[src/rtl/mem_port_arbiter_pkg.sv]
// Shared definitions for the memory port arbiter.
//  state_e      : arbiter FSM states (IDLE, BUSY, RESP)
//  PORT_IF/DM   : port identifiers, also the address-mux select encoding
//  pick_grant() : round-robin choice between the two requesters
package mem_port_arbiter_pkg;

  typedef enum logic [1:0] {
    ST_IDLE = 2'd0,
    ST_BUSY = 2'd1,
    ST_RESP = 2'd2
  } state_e;

  localparam logic PORT_IF = 1'b0;
  localparam logic PORT_DM = 1'b1;

  // On contention the port that did not win last time is chosen;
  // a lone requester always wins.
  function automatic logic pick_grant(input logic if_req,
                                      input logic dm_req,
                                      input logic last_grant);
    if (if_req && dm_req) return ~last_grant;
    else if (dm_req)      return PORT_DM;
    else                  return PORT_IF;
  endfunction

endpackage

[src/rtl/mem_port_arbiter_mux2.sv]
// Generic 2:1 mux used for the memory address path.
//  in0  : selected when sel=0
//  in1  : selected when sel=1
//  sel  : select
//  out  : selected input
module mem_port_arbiter_mux2 #(
  parameter int W = 16
) (
  input  logic [W-1:0] in0,
  input  logic [W-1:0] in1,
  input  logic         sel,
  output logic [W-1:0] out
);

  assign out = sel ? in1 : in0;

endmodule

[src/rtl/mem_port_arbiter.sv]
// Shares one memory port between instruction fetch (IF) and data access (DM).
// Round-robin arbitration, one access in flight at a time.
//  clk, reset          : clock, synchronous active-high reset
//  if_req/if_addr      : IF read request (level) and address
//  if_rdata/if_done    : IF read data (held) and 1-cycle completion pulse
//  dm_req/dm_we/...    : DM request, write enable, address, write data
//  dm_rdata/dm_done    : DM read data (held) and 1-cycle completion pulse
//  mem_en/mem_we       : memory access enable / write enable
//  mem_addr/mem_wdata  : memory address (muxed by sel) and write data
//  mem_rdata/mem_r     : memory read data and ready
//  sel                 : address-mux select, 0=IF 1=DM
//
// Handshake: a requester raises req with stable address/data and holds it
// until it sees its done pulse; it drops req on the edge that samples
// done=1. The memory completes an access in the BUSY cycle where mem_r=1;
// mem_r in any other state is ignored.
module mem_port_arbiter
  import mem_port_arbiter_pkg::*;
#(
  parameter int ADDR_W = 16,
  parameter int DATA_W = 16
) (
  input  logic              clk,
  input  logic              reset,
  input  logic              if_req,
  input  logic [ADDR_W-1:0] if_addr,
  output logic [DATA_W-1:0] if_rdata,
  output logic              if_done,
  input  logic              dm_req,
  input  logic              dm_we,
  input  logic [ADDR_W-1:0] dm_addr,
  input  logic [DATA_W-1:0] dm_wdata,
  output logic [DATA_W-1:0] dm_rdata,
  output logic              dm_done,
  output logic              mem_en,
  output logic              mem_we,
  output logic [ADDR_W-1:0] mem_addr,
  output logic [DATA_W-1:0] mem_wdata,
  input  logic [DATA_W-1:0] mem_rdata,
  input  logic              mem_r,
  output logic              sel
);

  state_e            state_q, state_d;
  logic              sel_q, sel_d;
  logic              last_grant_q, last_grant_d;
  logic [DATA_W-1:0] if_rdata_q, if_rdata_d;
  logic [DATA_W-1:0] dm_rdata_q, dm_rdata_d;

  always_comb begin
    state_d      = state_q;
    sel_d        = sel_q;
    last_grant_d = last_grant_q;
    if_rdata_d   = if_rdata_q;
    dm_rdata_d   = dm_rdata_q;
    mem_en       = 1'b0;
    mem_we       = 1'b0;
    if_done      = 1'b0;
    dm_done      = 1'b0;
    case (state_q)
      ST_IDLE: begin
        if (if_req || dm_req) begin
          sel_d        = pick_grant(if_req, dm_req, last_grant_q);
          last_grant_d = sel_d;
          state_d      = ST_BUSY;
        end
      end
      ST_BUSY: begin
        mem_en = 1'b1;
        mem_we = sel_q & dm_we;
        if (mem_r) begin
          // Writes complete without touching the read-data registers.
          if (sel_q == PORT_IF)  if_rdata_d = mem_rdata;
          else if (!dm_we)       dm_rdata_d = mem_rdata;
          state_d = ST_RESP;
        end
      end
      ST_RESP: begin
        if_done = (sel_q == PORT_IF);
        dm_done = (sel_q == PORT_DM);
        state_d = ST_IDLE;
      end
      default: state_d = ST_IDLE;
    endcase
  end

  always_ff @(posedge clk) begin
    if (reset) begin
      state_q      <= ST_IDLE;
      sel_q        <= PORT_IF;
      last_grant_q <= PORT_DM;
      if_rdata_q   <= '0;
      dm_rdata_q   <= '0;
    end else begin
      state_q      <= state_d;
      sel_q        <= sel_d;
      last_grant_q <= last_grant_d;
      if_rdata_q   <= if_rdata_d;
      dm_rdata_q   <= dm_rdata_d;
    end
  end

  mem_port_arbiter_mux2 #(.W(ADDR_W)) u_addr_mux (
    .in0 (if_addr),
    .in1 (dm_addr),
    .sel (sel_q),
    .out (mem_addr)
  );

  assign sel       = sel_q;
  assign mem_wdata = dm_wdata;
  assign if_rdata  = if_rdata_q;
  assign dm_rdata  = dm_rdata_q;

endmodule

[config.mk]
export PLATFORM = sky130hd
export DESIGN_NAME = mem_port_arbiter
export DESIGN_NICKNAME = d
export VERILOG_FILES = /design/src/rtl/mem_port_arbiter_pkg.sv /design/src/rtl/mem_port_arbiter_mux2.sv /design/src/rtl/mem_port_arbiter.sv
export SDC_FILE = /design/constraint.sdc
export NUM_CORES = 1
export LEC_CHECK = 0
export BUFFER_PORTS_ARGS = -buffer_cell sky130_fd_sc_hd__buf_2
export CORE_MARGIN = 1.5
export CORE_UTILIZATION = 37
export CTS_CLUSTER_SIZE = 28
export DETAILED_ROUTE_END_ITERATION = 6
export PLACE_DENSITY_LB_ADDON = 0.3
export SLEW_MARGIN = 20
export SYNTH_ARGS = -nofsm -noshare
export SYNTH_HDL_FRONTEND = slang
export SYNTH_HIERARCHICAL = 1
export SYNTH_SLANG_ARGS = --single-unit
export TNS_END_PERCENT = 20
[constraint.sdc]
create_clock -name clk -period 1.15 [get_ports clk]
set_input_delay 0.1725 -clock clk [delete_from_list [all_inputs] [get_ports clk]]
set_output_delay 0.1725 -clock clk [all_outputs]
set_load 0.1 [all_outputs]
Word-level counts from Yosys, hierarchy flattened. Cells that the tools add are included.

Equality and inequality tests: 4. Multiplexer cells: 10. Bitwise logic cells: 4. Reductions and logical operators: 7.

Operator list (count): $mux W16 (1); $mux W1 (6); $mux W2 (2); $ne A2 B2 Y1 const B (2); $pmux W2 S2 (1); $reduce_and A2 Y1 (2); $reduce_and A4 Y1 (1); $not A1 Y1 (3); $reduce_and A3 Y1 (1); $eq A2 B1 Y1 const B (1); $eq A2 B2 Y1 const B (1); $logic_not A2 Y1 (1); $and A1 B1 Y1 (1); $logic_and A1 B1 Y1 (1); $logic_or A1 B1 Y1 (1).

Bits in registers: 36. Bits of input ports: 70. Output and inout port bits: 69. Word-level logic and storage cells: 30.

Logic depth before layout (Yosys ltp).
Word-level depth: 3. Mapped depth: 6. Depth with buffers taken out: 3.

Cells and area by module. Netlist, hierarchy kept.

By module, submodules not included: mem_port_arbiter (instances 1, cells an instance 178, area each 1657.8 µm², seq. area each 720.7 µm²); mem_port_arbiter_mux2 (instances 1, cells an instance 18, area each 249.0 µm², seq. area each 0.0 µm²).

Worst setup path after synthesis. OpenSTA, ideal clock, no wires.

Path kind: reg-to-output. From: register sel_q (netlist: sel). To: output if_done. Arrival time: 3.082 ns. Required time: 0.978 ns. Path slack: -2.104 ns. Stages on the path, launching flop included: 2. Buffers on the path: 0. Cells stage by stage: dfxtp_1 nor3b_1.

Cells in the longest elaborated chain, start to end: 2.

Ends and longest elaborated chain: start: declaration (RTL line mem_port_arbiter.sv:45) `logic sel_q, sel_d;`; start signal: assignment (RTL line mem_port_arbiter.sv:96) `sel_q <= sel_d;`; $not A1 Y1 (no source line); $mux W1 (RTL line mem_port_arbiter.sv:60) `case (state_q)`; end: declaration (RTL line mem_port_arbiter.sv:28) `output logic if_done,`.

Every way passes these cells.

Worst setup path in the final report.
From: register sel_q (netlist: sel). To: output mem_addr[11].

Cells in the longest elaborated chain, start to end: 1.

Ends and longest elaborated chain: $mux W16 (RTL line mem_port_arbiter_mux2.sv:15) `assign out = sel ? in1 : in0;`; end: declaration (RTL line mem_port_arbiter.sv:37) `output logic [ADDR_W-1:0] mem_addr,`.

Every way passes these cells.

==> run metrics <==
# setup viols final 53; DR vias approximately 1700; CTS max path bufs 2; Hold Violations, Final 0; HP Class input port to flop; Clock Tree Root clkbuf_8; Rel. slew slack approximately 77%; mapped cell area between 0.0015 and 0.002 mm^2; total grt overflow 0; placed cell areas 0.00321 mm^2; Clock Power Share between 20 and 25%; sequential fraction of the synthesis area between 30% and 40%; Worst EP required about 0.98 ns; TNS Setup -11.91 ns; GRT Util Overall roughly 18%; final core utilization 70.0%; nets between 300 and 400; M3 GR Usage under 10%; die area 0.00559 mm^2; First-pass DRT Iterations 4; RSZ-0062 raised after global routing yes; Post-Layout Inst Area around 0.0034 mm^2; final worst setup slack -0.366 ns; Net Sw Power ~1.4 mW; core area 0.00485 mm^2; Synth cell types 28; DP HPWL around 3.9 mm; height of the die 74.8 um; Reg power frac around 36%; Synth Register Bits 36; clock skew 0.00644 ns; Fill cells 350; Synthesized Nets 266; worst slew pin tran 0.343 ns; DRT iter0 DRCs 56; highest clock rate about 0.66 GHz; crit end category output pin; Leak Pwr about 1.4 nW; Final Non-Filler Cells 363; CP Launch Type flop; antenna violations before repair 0; port buffer count about 110; H-tree levels 2; Cells after Synth 196; Die X about 75 um; critical path class flop to output pin; Routed WL 4.90 mm; CTS sink count 36; Slew Limit Fails 0; CP Data Arrival Time 1.34 ns; vias in the first global route roughly 1700; crit path time final approximately 1.5 ns; Max-cap violations 0; GR peak layer met2; critical path fanouts, max 8; status finished with violations; Avg WL per Cell 13.5 um; post-placement setup slack -0.147 ns; Vias/cell around 4.6; placement row count 25; layout cells sized above 1 about 56%; Comb power frac 41.1%; first-pass GRT wire length between 7 and 8 mm; GR Util met2 33.5%; CTS clk-pin slew, worst paths around 0.070 ns; Post-route DRC 0; failing checks negative setup slack; crit share post-route 132%; largest net degree at the start of global routing 46; starting density of the core 39.3%; Inst Count DP around 350; syn_area_per_cell a little under 10 um^2; Antenna Nets Post-Route 0; TritonCTS Buffers 5; Power Density around 1100 mW/mm^2; IO Pins between 100 and 150; RePlAce Congestion about 0.7; GR Util met1 18.8%; Total Power 3.67 mW; Pint roughly 2.3 mW; Ant. Diodes 0; synth-to-layout area growth 78.0%; Sw Share 37.4%; Hold WS ~0.13 ns; IR drop worst, VDD approximately 0.94 mV; Worst-Skew Late Latency 0.28 ns; YS warnings 6; TritonCTS clock tree built
## final cells by class
cell class              count  area [um^2]  area share [%]
well taps                  67         83.8            2.47
clock buffers               6         72.6            2.14
clock inverters             1         5.00           0.147
repair buffers            123         1500            44.0
flip-flops and latches     36          732            21.6
multi-input cells         130         1010            29.6
## kinds of logic after synthesis
logic type      synth area share [%]
simple gates                    23.0
flops                           37.8
mux                             19.8
buf+inv                         11.8
compound gates                  7.55
## flip-flops by register name, summed over array words and instances, names as in the netlist
signal	cells
if_rdata	16
last_grant_q	1
state_q	2
sel	1
dm_rdata	16
## worst paths after layout
kind,from,to,slack [ns],depth (start not counted)
min,mem_rdata[3],if_rdata[3]$_SDFFE_PP0P_,0.13,3
max reg2reg,sel$_SDFFE_PP0P_,if_rdata[12]$_SDFFE_PP0P_,-0.27,6
max,sel$_SDFFE_PP0P_,mem_addr[11],-0.37,3
min reg2reg,if_rdata[3]$_SDFFE_PP0P_,if_rdata[3]$_SDFFE_PP0P_,0.49,2
## cell usage after synthesis (all sizes together)
cell / n / area [um^2]
a2111oi: 1 / 8.76
a211o: 1 / 8.76
a21oi: 16 / 118
a32oi: 1 / 8.76
and3: 1 / 6.26
and3b: 2 / 17.5
and4b: 1 / 10.0
buf: 26 / 210
clkbuf: 4 / 15.0
dfxtp: 36 / 721
mux2: 16 / 218
mux2i: 16 / 160
nand2: 33 / 124
nand2b: 32 / 200
nand4b: 1 / 8.76
nand4bb: 1 / 11.3
nor2: 2 / 7.51
nor2b: 1 / 13.8
nor3: 1 / 5.00
nor3b: 1 / 7.51
nor4b: 1 / 8.76
nor4bb: 1 / 10.0
or3b: 1 / 8.76
## power by group through the flow
stage	clock network (mW)	registers, mW	logic [mW]
final	0.823	1.34	1.51
after global routing	0.919	1.34	1.57
after CTS	0.860	1.34	1.50
after detailed placement	0	1.37	1.45
after global placement	0	1.37	1.44
after floorplan	0	1.58	0.979
## worst max-delay path: stages (launching register included)
cell,delay [ns]
dfxtp_4,0.41
buf_12,0.15
mux2_4,0.33
buf_12,0.17
## routing by layer
metal / routed length, um / vias up
li1: - / 837
met1: 1800 / 761
met2: 2640 / 75
met3: 423 / 4
met4: 38 / 0
met5: 0 / -
## cell usage in the layout (no fill, tap or decap), types with 2 or more instances in the layout
cell      synthesis  layout
buf_12            1      53
nor2_1            2       2
dfxtp_1          36      33
buf_4            21       6
a21oi_2          10      12
buf_6             2      11
nand2_1          33      32
mux2i_1          16      16
buf_2             2      53
a21oi_1           6       4
dfxtp_4           0       3
mux2_2            6       6
mux2_4           10      10
clkbuf_8          0       5
nand2b_1         32      32
## repair_timing
| action | in CTS | in global routing |
|---|---|---|
| resized for setup | 18 | 6 |
| hold buffers | 0 | 0 |
| buffers inserted | 1 | 1 |
| endpoints found under the hold margin | 0 | 0 |
| endpoints found under the setup margin | 55 | 55 |
| pin swaps | 1 | 2 |
No activity file was read; power rests on OpenSTA's default activity.
